### config.mk
export PLATFORM = sky130hd
export DESIGN_NAME = lsu_bus_bridge
export DESIGN_NICKNAME = d
export VERILOG_FILES = /design/src/rtl/lsu_bus_bridge.sv
export SDC_FILE = /design/constraint.sdc
export NUM_CORES = 1
export LEC_CHECK = 0
export BUFFER_PORTS_ARGS = -buffer_cell sky130_fd_sc_hd__buf_4
export CAP_MARGIN = 20
export CORE_MARGIN = 4
export CORE_UTILIZATION = 25
export DETAILED_ROUTE_END_ITERATION = 10
export PLACE_DENSITY_LB_ADDON = 0.25
export SETUP_SLACK_MARGIN = 0.1
export SLEW_MARGIN = 20
export SYNTH_ARGS = -nofsm -noshare
export SYNTH_HDL_FRONTEND = slang
export SYNTH_SLANG_ARGS = --single-unit
export TNS_END_PERCENT = 5
### constraint.sdc
create_clock -name clk -period 2.45 [get_ports clk]
set_clock_uncertainty 0.05 [all_clocks]
set_input_delay 0.49 -clock clk [delete_from_list [all_inputs] [get_ports clk]]
set_output_delay 0.49 -clock clk [all_outputs]
set_load 0.03 [all_outputs]
### src/rtl/lsu_bus_bridge.sv
// lsu_bus_bridge: turns the single-cycle datapath's load/store port into a
// valid/ready bus request plus single-beat response, holding Stall until the
// access completes and returning the raw aligned bus word.
// Optional build macro: LSU_TIMEOUT_EN (aborts WAIT after RSP_TIMEOUT cycles).
module lsu_bus_bridge #(
    parameter int unsigned ADDR_W      = 32,
    parameter int unsigned RSP_TIMEOUT = 256
) (
    input  logic              clk,
    input  logic              reset,
    input  logic              MemRead,
    input  logic              MemWrite,
    input  logic [2:0]        Funct3,
    input  logic [31:0]       Mem_WrAddr,
    input  logic [31:0]       Mem_WrData,
    output logic [31:0]       ReadData,
    output logic              Stall,
    output logic              MisalignErr,
    output logic              BusErr,
    output logic              bus_req_valid,
    input  logic              bus_req_ready,
    output logic              bus_we,
    output logic [ADDR_W-1:0] bus_addr,
    output logic [31:0]       bus_wdata,
    output logic [3:0]        bus_wstrb,
    input  logic              bus_rsp_valid,
    input  logic [31:0]       bus_rdata,
    input  logic              bus_rsp_err
);

    typedef enum logic [1:0] {
        S_IDLE,
        S_REQ,
        S_WAIT,
        S_DONE
    } state_t;

    state_t            state_q;
    logic [ADDR_W-1:0] bus_addr_q;
    logic              bus_we_q;
    logic [31:0]       bus_wdata_q;
    logic [3:0]        bus_wstrb_q;
    logic              bus_req_valid_q;
    logic [31:0]       ReadData_q;
    logic              MisalignErr_q;
    logic              BusErr_q;

    logic              req_any;
    logic [1:0]        size;
    logic              misalign_d;
    logic [3:0]        strb_d;
    logic [ADDR_W-1:0] addr_ext;
    logic [ADDR_W-1:0] addr_d;

    // Funct3[2] only selects load sign extension, which happens downstream.
    logic unused_funct3;
    assign unused_funct3 = Funct3[2];

    assign req_any = MemRead | MemWrite;
    assign size    = Funct3[1:0];

    // Fit the 32-bit core address to the bus width (zero-extend or truncate).
    if (ADDR_W > 32) begin : g_addr_wide
        assign addr_ext = {{(ADDR_W-32){1'b0}}, Mem_WrAddr};
    end else if (ADDR_W == 32) begin : g_addr_same
        assign addr_ext = Mem_WrAddr;
    end else begin : g_addr_narrow
        logic [31-ADDR_W:0] unused_addr_hi;
        assign unused_addr_hi = Mem_WrAddr[31:ADDR_W];
        assign addr_ext       = Mem_WrAddr[ADDR_W-1:0];
    end

    assign addr_d = {addr_ext[ADDR_W-1:2], 2'b00};

    // Alignment check and byte-lane enables from size and low address bits.
    always_comb begin
        misalign_d = 1'b0;
        strb_d     = 4'b1111;
        case (size)
            2'b00: begin
                misalign_d = 1'b0;
                strb_d     = 4'b0001 << Mem_WrAddr[1:0];
            end
            2'b01: begin
                misalign_d = Mem_WrAddr[0];
                strb_d     = Mem_WrAddr[1] ? 4'b1100 : 4'b0011;
            end
            default: begin
                misalign_d = |Mem_WrAddr[1:0];
                strb_d     = 4'b1111;
            end
        endcase
    end

`ifdef LSU_TIMEOUT_EN
    localparam int unsigned TMO_W = (RSP_TIMEOUT > 1) ? $clog2(RSP_TIMEOUT + 1) : 1;
    logic [TMO_W-1:0] tmo_cnt_q;
`endif

    // Access sequencer: registers the request, drives the bus, collects the response.
    always_ff @(posedge clk or negedge reset) begin
        if (!reset) begin
            state_q         <= S_IDLE;
            bus_addr_q      <= '0;
            bus_we_q        <= 1'b0;
            bus_wdata_q     <= '0;
            bus_wstrb_q     <= '0;
            bus_req_valid_q <= 1'b0;
            ReadData_q      <= '0;
            MisalignErr_q   <= 1'b0;
            BusErr_q        <= 1'b0;
`ifdef LSU_TIMEOUT_EN
            tmo_cnt_q       <= '0;
`endif
        end else begin
            // Error flags are single-cycle pulses, set only on entry to DONE.
            MisalignErr_q <= 1'b0;
            BusErr_q      <= 1'b0;
            case (state_q)
                S_IDLE: begin
                    if (req_any) begin
                        bus_addr_q  <= addr_d;
                        bus_we_q    <= MemWrite;
                        bus_wdata_q <= Mem_WrData;
                        bus_wstrb_q <= MemWrite ? strb_d : 4'b0000;
                        if (misalign_d) begin
                            state_q       <= S_DONE;
                            MisalignErr_q <= 1'b1;
                            ReadData_q    <= '0;
                        end else begin
                            state_q         <= S_REQ;
                            bus_req_valid_q <= 1'b1;
                        end
                    end
                end
                S_REQ: begin
                    if (bus_req_ready) begin
                        state_q         <= S_WAIT;
                        bus_req_valid_q <= 1'b0;
`ifdef LSU_TIMEOUT_EN
                        tmo_cnt_q       <= '0;
`endif
                    end
                end
                S_WAIT: begin
                    if (bus_rsp_valid) begin
                        state_q <= S_DONE;
                        if (bus_rsp_err) begin
                            BusErr_q   <= 1'b1;
                            ReadData_q <= '0;
                        end else if (!bus_we_q) begin
                            ReadData_q <= bus_rdata;
                        end
                    end
`ifdef LSU_TIMEOUT_EN
                    else if (tmo_cnt_q == TMO_W'(RSP_TIMEOUT - 1)) begin
                        state_q    <= S_DONE;
                        BusErr_q   <= 1'b1;
                        ReadData_q <= '0;
                    end else begin
                        tmo_cnt_q <= tmo_cnt_q + TMO_W'(1);
                    end
`endif
                end
                S_DONE: begin
                    state_q <= S_IDLE;
                end
                default: begin
                    state_q <= S_IDLE;
                end
            endcase
        end
    end

    // Stall rises combinationally on detection so the PC freezes the same cycle.
    assign Stall = reset & (((state_q == S_IDLE) & req_any) |
                            (state_q == S_REQ) | (state_q == S_WAIT));

    assign bus_req_valid = bus_req_valid_q;
    assign bus_we        = bus_we_q;
    assign bus_addr      = bus_addr_q;
    assign bus_wdata     = bus_wdata_q;
    assign bus_wstrb     = bus_wstrb_q;
    assign ReadData      = ReadData_q;
    assign MisalignErr   = MisalignErr_q;
    assign BusErr        = BusErr_q;

endmodule
==> metrics <==
status=finished, final reports clean; maximum clock insertion buffer count=2; DRC Markers=0; Yosys warnings=0; core area=15,900 um^2; maxcap violations=0; synthesized area per cell=15.1 um^2; non-filler cells, final=around 700; FF-to-FF Start=state_q[0]; P_sw=0.00364 W; die width=roughly 140 um; Die H=roughly 140 um; clock share of power=approximately 16%; die area=roughly 18,000 um^2; synthesized instance count=268; P per Cell Area=~1400 nW/um^2; Yosys top cell area share=64.2%; share of post-route cells with drive strength above 1=61.5%; Cell Rows=46; DRT antenna net count=0; final net count=slightly below 600; buffer count from post-CTS setup fixing=0; clk slew on worst S/H paths=0.07 ns; Slew Limit Fails=0; Inst Count DP=681; most frequent cells in the layout=210 x buf_4, 104 x dfrtp_1, 62 x mux2_2; Netlist cell types=29; type of origin of the critical path=flip-flop; H-tree levels=3; number of diodes=0; First DRT Iteration DRCs=117; Initial Utilization=approximately 26%; most area-hungry cell type in the Yosys netlist=dfrtp_1; vias=2,978; initial antenna violation count=0; largest net degree at the start of global routing=105; Tmin final=about 2.2 ns; Comb pwr share=51.3%; crit path from=state_q[0]; CTS Buf Count=9; #FFs+latches synth=104; final setup fails=0; f_max=462 MHz; Synth Cell Area=4060 um^2; Non-Filler Cell Area, Final=roughly 6000 um^2; I/O Pins=roughly 210; crit-path leading delay family=flip-flops; leak pwr=3.04 nW; Resized cells post-CTS=0; Crit path largest cell delay=~0.40 ns; Critical Path RT=1.91 ns; total negative slack=0 ns; RSZ-0062 raised after global routing=no; Seq pwr share=32.8%; Hold-fix buffers, CTS=0; WL/cell=around 15 um; WS Path Type=flip-flop to output pin; first-pass GRT wire length=about 16,000 um; area delta synth->final=50.5%; Switching Share=41.1%; vias per cell=about 4.3; Slew headroom=62.8%; register area share after synthesis=64.2%; final number of hold-violating endpoints=0; clk root buf=clkbuf_16; Routability Congestion=0.693; critical path cell sequence=inv_1 -> ha_1 -> o21ai_4 -> a21boi_1 -> buf_4; Filler Cell Count=around 1,600; port bufs=207; worst hold path type=primary input to async pin; CTS tree=built; commonest non-fill, non-tap cell in the layout=buf_4; fin util=38.4%; clock latency on the worst-skew pair=0.34 ns; HPWL Detailed=~7600 um; final wirelength=10,400 um; Sink Count=between 100 and 150; actual slew at the worst max-slew pin=0.558 ns; Buf/Inv on CP=2; CP endpoint kind=output pin; critical path's slowest cell=dfrtp_1; TritonRoute pass-1 iters=5; gr ovfl total=0; synth top area cells=dfrtp_1 64%, mux2_2 17%, a22o_1 6.9%, buf_6 1.7%, ha_1 1.2%; cell area after placement=slightly below 6000 um^2; P_int=0.00521 W; Critical Path AT=1.62 ns; vias in the first global route=3,123; Worst VDD drop=between 0.0006 and 0.0007 V; Crit Path Max Fanout=6; GRT Total Usage=11.2%; Final Cycle Share=between 80% and 90%
## cells in the mapped netlist
cell,number
dfrtp_1,104
mux2_2,62
a22o_1,32
nand2_1,9
inv_1,7
nor2_1,7
buf_6,6
a21oi_1,5
buf_2,5
buf_4,4
ha_1,4
o21ai_0,4
a31oi_1,2
mux2i_1,2
a21bo_2,1
a21boi_0,1
a21o_1,1
and3_1,1
conb_1,1
nand2b_1,1
nand2b_2,1
nor3b_2,1
nor4_2,1
o21a_4,1
o21ai_1,1
o21ai_2,1
o21ba_2,1
o221ai_2,1
o32a_1,1
## worst paths after layout
kind                           endpoint  slack (ns)  depth (start not counted)
max                               Stall        0.29                          5
min reg2reg                bus_wstrb[3]        0.45                          2
min in group clk           ReadData[27]        0.32                          2
max in group asynchronous   bus_addr[5]        1.74                          2
max reg2reg                ReadData[21]        0.48                          6
min                              bus_we        0.18                          2
## worst reg2reg max path: stages (launching register included)
cell      delay [ns]
dfrtp_1         0.40
inv_1           0.11
ha_1            0.31
nand2b_2        0.11
nor4_2          0.30
o21a_4          0.41
a22o_1          0.23
## per-layer routing
layer / vias up / wire length (um) / track usage (%)
met3: 14 / 1130 / 5.53
met4: 0 / 157 / 3.42
met1: 1463 / 4230 / 13.8
met2: 134 / 4840 / 17.2
li1: 1367 / - / -
met5: - / 0 / 0
## kinds of logic (layout without fill, tap and decap cells)
group	after synthesis	count (layout)	share of synthesized area, %
multiplexers	64	64	17.7
flip-flops	104	104	64.2
AO/OA/AOI/OAI	52	52	10.5
buffers and inverters	22	233	3.67
other	1	2	0.0924
adder cells (fa/ha/maj)	4	4	1.23
AND/OR/NAND/NOR	21	21	2.62
## power by group through the flow
stage / sequential [W] / clock, W / combinational, W
after global placement: 0.00290 / 0 / 0.00456
after CTS: 0.00291 / 0.00147 / 0.00461
final: 0.00290 / 0.00141 / 0.00454
after global routing: 0.00300 / 0.00153 / 0.00483
after detailed placement: 0.00293 / 0 / 0.00460
after floorplan: 0.00441 / 0 / 0.00141
## flip-flops by register name, summed over array words and instances, names as in the netlist
register and flops:
ReadData 32, BusErr 1, bus_addr 30, bus_wstrb 4
bus_wdata 32, MisalignErr 1, bus_we 1, state_q 2
bus_req_valid 1
## area by class of cell
class	instances	area, um^2	share of cell area, %
tap	216	270	4.43
clock inverter	1	8.76	0.143
inverter	7	26.3	0.430
sequential	104	2600	42.6
clock buffer	14	284	4.65
timing repair buffer	211	1600	26.2
multi-input combinational	143	1320	21.6
## stage by stage
| stage | worst slack (ns) | power (W) | hold slack (ns) |
|---|---|---|---|
| CTS | 0.238 | 0.00900 | 0.204 |
| detailed placement | 0.487 | 0.00754 | 0.434 |
| finish | 0.286 | 0.00885 | 0.181 |
| floorplan | 0.289 | 0.00582 | 0.144 |
| global placement | 0.546 | 0.00745 | 0.430 |
| global route | 0.166 | 0.00936 | 0.213 |
Power figures use the tool's default switching activity.
